===== config.mk =====
export PLATFORM = sky130hd
export DESIGN_NAME = wr_en_decoder_pipe
export DESIGN_NICKNAME = d
export VERILOG_FILES = /design/src/rtl/wr_en_decoder_pipe.sv
export SDC_FILE = /design/constraint.sdc
export NUM_CORES = 1
export LEC_CHECK = 0
export CORE_ASPECT_RATIO = 0.6
export CORE_UTILIZATION = 55
export DETAILED_ROUTE_END_ITERATION = 8
export DONT_BUFFER_PORTS = 1
export PLACE_DENSITY_LB_ADDON = 0.25
export SYNTH_ARGS = -nofsm -noshare
export SYNTH_HDL_FRONTEND = slang
export SYNTH_SLANG_ARGS = --single-unit

===== constraint.sdc =====
create_clock -name clk -period 2.2 [get_ports clk]
set_input_delay 0.66 -clock clk [delete_from_list [all_inputs] [get_ports clk]]
set_output_delay 0.66 -clock clk [all_outputs]
set_load 0.1 [all_outputs]

===== src/rtl/wr_en_decoder_pipe.sv =====
// Dual-port registered write-enable decoder for the register file.
// Each port decodes to a one-hot enable; results are merged, masked and launched from flops.
module wr_en_decoder_pipe #(
    parameter int ADDR_W   = 5,
    parameter int ZERO_IDX = 31,
    parameter int PRIO1    = 1,
    localparam int N_OUT   = 2**ADDR_W
) (
    input  logic              clk,
    input  logic              reset,
    input  logic              stall_i,
    input  logic              en0_i,
    input  logic [ADDR_W-1:0] addr0_i,
    input  logic              en1_i,
    input  logic [ADDR_W-1:0] addr1_i,
    output logic [N_OUT-1:0]  out_o,
    output logic [N_OUT-1:0]  sel1_o,
    output logic              conflict_o,
    output logic              valid_o
);

    // An out-of-range ZERO_IDX leaves every index writable.
    localparam logic [N_OUT-1:0] ZERO_MASK =
        (ZERO_IDX >= 0 && ZERO_IDX < N_OUT) ? (N_OUT'(1) << ZERO_IDX) : '0;

    logic [N_OUT-1:0] w_dec0;
    logic [N_OUT-1:0] w_dec1;
    logic [N_OUT-1:0] w_d0;
    logic [N_OUT-1:0] w_d1;
    logic [N_OUT-1:0] w_out;
    logic [N_OUT-1:0] w_sel1;
    logic             w_conflict;
    logic             w_valid;

    logic [N_OUT-1:0] r_out;
    logic [N_OUT-1:0] r_sel1;
    logic             r_conflict;
    logic             r_valid;

    always_comb begin
        w_dec0 = en0_i ? (N_OUT'(1) << addr0_i) : '0;
        w_dec1 = en1_i ? (N_OUT'(1) << addr1_i) : '0;
        w_d0   = w_dec0 & ~ZERO_MASK;
        w_d1   = w_dec1 & ~ZERO_MASK;
        w_out  = w_d0 | w_d1;
        // Overlap of the masked one-hots only happens on a real same-index double write.
        w_conflict = |(w_d0 & w_d1);
        w_sel1     = (PRIO1 != 0) ? w_d1 : (w_d1 & ~w_d0);
        w_valid    = |w_out;
    end

    always_ff @(posedge clk) begin
        if (reset) begin
            r_out      <= '0;
            r_sel1     <= '0;
            r_conflict <= 1'b0;
            r_valid    <= 1'b0;
        end else if (!stall_i) begin
            r_out      <= w_out;
            r_sel1     <= w_sel1;
            r_conflict <= w_conflict;
            r_valid    <= w_valid;
        end
    end

    assign out_o      = r_out;
    assign sel1_o     = r_sel1;
    assign conflict_o = r_conflict;
    assign valid_o    = r_valid;

endmodule


==> run summary <==
The synthesized cell area is 3380 µm². By area, the combinational part of the netlist is dominated by simple AND/OR/NAND/NOR gates. Of all nets on the critical path, the largest fanout is 17. The post-route netlist has 20.8% of its cells at a drive strength greater than 1. The number of standard cells after synthesis was 446; the via count of the first global-routing pass was 3167. Count of maximum capacitance violations: 0. The destination of the worst hold path is sel1_o[30]. Placement row count: 21. The post-route clock period utilization is 80.8%, and the setup clock skew after layout is 0 ns. The adder and majority gate portion of the synthesized area came out at 0%. The run gives 2 as the maximum clock insertion buffer count.

The wire length of the first global-routing pass is 16.7 mm. The terminus of the critical flop-to-flop path was valid_o. The die boundary width is 103 µm.

The slowest stage of the critical path is the or4_1 cell. Post-CTS repair changed the size of 0 cells. After detailed routing, the average wire length per cell comes to 18.0 µm. The number of buffers and inverters on the critical path is 0. Measured along the y axis, the die boundary spans 62.7 µm. Mux cell area share after synthesis: 6.81%. The power per cell area is 669 nW/µm².

The first detailed-routing pass took 5 iterations. For the number of post-CTS setup repair buffers, the log shows 0. The antenna diode count is 0, and the count of antenna-violating nets left after detailed routing is 0. The number of buffers added by the clock tree synthesis step is 9, and the XOR/XNOR share of the synthesized area is 1.04%.

Number of flip-flops and latches in the synthesized netlist: 64. The number of instances on the worst hold path is 1. Of all flip-flops after synthesis, the portion carrying an async set or reset was 0%. The number of DRC markers after the initial detailed-route iteration is 337. Based on the critical path, the design can be clocked at up to 562 MHz. The area growth from synthesis to layout is 23.3%.

The clock period could shrink to 1.78 ns. After legalization and detailed placement, the total HPWL measured 7.62 mm. At the worst endpoint, the required time is 2.45 ns.

The largest total area in the synthesized netlist belongs to dfxtp_1. In the final layout, the multi-input gates occupy 1890 µm². For the number of hold-slack violations in the final timing report, the log shows 0.

The I/O pin count was 81. Setup repair after global routing left no endpoint under its margin. In the routed design, unresolved DRC markers number 0. The post-detailed-route via-to-cell ratio works out to 6.05. In this design, the stage delay of the slowest critical-path cell is 0.55 ns. The clock reaches the later pin of the worst-skew pair after 0.35 ns.

The final weighted congestion of routability-driven global placement was 0.966. Setup total negative slack on the finished layout was measured at 0 ns. Sequential fraction of the synthesis area: 37.9%. Count of filler cells inserted in the layout: 457.

The startpoint class of the critical path was an input pin. The clock net in this run drives a total of 64 sinks. Leakage dissipation: 1.72 nW. Start point of the worst min-delay path: reset.

The commonest register cell after synthesis was dfxtp_1. Depth of the critical timing path with buffers and inverters included: 5. The vias after detailed routing was 3535. The clock tree synthesis step divided the H-tree into 3 levels.

TritonCTS built the clock tree. Entering global routing, the biggest net connects 106 pins. The critical path goes through and4_4 > nand2_1 > o21ai_0 > or4_1 > o41a_1. The classification of the worst setup path was in2reg.

The total routing usage reported by global routing is 34.2%, and the total setup violations reported at the end of the flow is 0. The worst hold path belongs to the class in2reg. Summed over all layers, the routed wires come to 10.5 mm.

The number of port buffers was 0. The run gives 0 as the yosys synthesis warning count. The post-synthesis simple-gate area fraction works out to 30.6%. Sorting the synthesized cells by area gives the leading types as dfxtp_1 38%, nor2_1 11%, mux2i_1 6.8%, a21oi_1 6.1%, o21ai_0 4.0%. After clock tree synthesis, the clock-pin slew on the worst setup and hold paths is 0.08 ns.

Count of nets after finishing: 514. The synthesized netlist devotes 17.2% of its cell area to compound gates. The largest delay contributor family on the critical path is simple AND/OR/NAND/NOR gates.

The share of Yosys cell area claimed by the top area cell type was 37.9%; the fraction of the core area covered by cells at the end of the flow was 72.4%. STA classifies the critical path endpoint as a flop. The logs give 0.000328 V for the highest ir drop seen on vdd and 2.02 ns for the arrival time of data at the critical path endpoint. In this run the register-to-register setup slack is 1.12 ns.

The hold buffer count at cts is 0, and the area of the core is 5750 µm². The launch point of the worst reg-to-reg path is valid_o. The effective utilization at floorplan is 58.7%. The tools report the sequential standard cell area as 1280 µm². A synthesized cell averages 7.57 µm². The tools report the total overflow reported by the global router as 0. For the pin with the worst max-slew slack, the measured transition is 0.597 ns.

The number of different library cells used by synthesis comes to 58. The depth of the worst register-to-register path works out to 4. The cell sitting at the root of the clock tree is a clkbuf_8. The number of flops mapped to enable cells by yosys is 0. Max-slew violation count: 0. The flow ran to the end, and the final reports show no timing, DRC or antenna violations. The tools report the initial antenna violation count as 0. The relative slew slack is 60.1%, and the floorplan die area is 6470 µm².
-- flip-flops by register name (all words and copies together), names as in the netlist --
register    cells
valid_o         1
sel1_o         31
conflict_o      1
out_o          31
-- cells in the mapped netlist, types with 2 or more instances --
cell type	n
a211oi_1	3
a21oi_1	41
a22oi_1	2
buf_2	11
and3_1	2
dfxtp_1	64
nand4b_1	2
nor4bb_1	5
o2bb2ai_1	2
a221oi_1	2
nor2b_1	10
clkbuf_1	24
mux2i_1	23
o2111ai_1	3
nand2b_1	4
nor4_1	5
nor3_1	9
xnor2_1	3
nand3_1	13
buf_1	3
o32ai_1	3
o22ai_1	4
inv_1	8
a311oi_1	2
nand4_1	5
nor3b_1	2
or3_1	4
nor2_1	98
and4bb_1	2
o21ai_0	27
buf_4	2
nand2_1	30
o211ai_1	2
nand3b_1	2
-- per-stage QoR --
step | std cells | hold WS, ns | cell area (µm²) | setup WS (ns) | total power, W
after floorplan | 447 | 0.903 | 3380 | 0.0862 | 0.00154
after global placement | 568 | 0.470 | 3920 | 0.0833 | 0.00153
after detailed placement | 568 | 0.480 | 3920 | 0.0840 | 0.00153
after CTS | 584 | 0.372 | 4170 | 0.450 | 0.00278
after global routing | 584 | 0.357 | 4170 | 0.394 | 0.00287
final | 584 | 0.376 | 4170 | 0.422 | 0.00279
-- logic make-up (layout without fill, tap and decap cells) --
kind of cell              after synthesis  in the layout
and+or+nand+nor                       207            207
AOI/OAI and AO/OA                      98             98
DFF                                    64             64
buffers and inverters                  49            106
muxes                                  23             23
xor gates and xnor gates                4              4
other                                   1              2
-- placed cells by master, fill, tap and decap left out, types with 8 or more instances in the layout --
master     n
buf_4     82
clkbuf_8  10
nor2_1    98
mux2i_1   23
o21ai_0   27
nand3_1   13
a21oi_1   41
nand2_1   30
inv_1      8
dfxtp_1   64
nor2b_1   10
nor3_1     9
-- layout make-up --
type                       count  share of cell area [%]
inverter                       8                   0.721
sequential                    64                    30.8
clock inverter                 6                    2.73
tap                           80                    2.40
timing repair buffer          82                    14.8
clock buffer                  10                    3.30
multi-input combinational    334                    45.3
-- routing by layer --
metal	global-route usage, %	part of all wire (%)
met2	46.8	40
met1	50.7	47
met5	0	0
met3	11.0	11
met4	9.33	1.6
-- report_power, final --
part	switching, W	leakage [nW]	internal (W)
logic	0.000225	1.08	0.000104
registers	0.00000674	0.517	0.00117
clock network	0.000491	0.119	0.000787
total	0.000723	1.72	0.00206
-- how the worst max path moves through the flow --
stage,slack (ns),to,startpoint
3_5_place_dp,0.08,valid_o,en1_i
4_1_cts,0.45,valid_o,en1_i
3_3_place_gp,0.08,valid_o,en1_i
6_report,0.42,valid_o,en1_i
2_1_floorplan,0.09,valid_o,addr0_i[1]
5_1_grt,0.39,valid_o,en1_i
No activity file was read; power rests on OpenSTA's default activity.
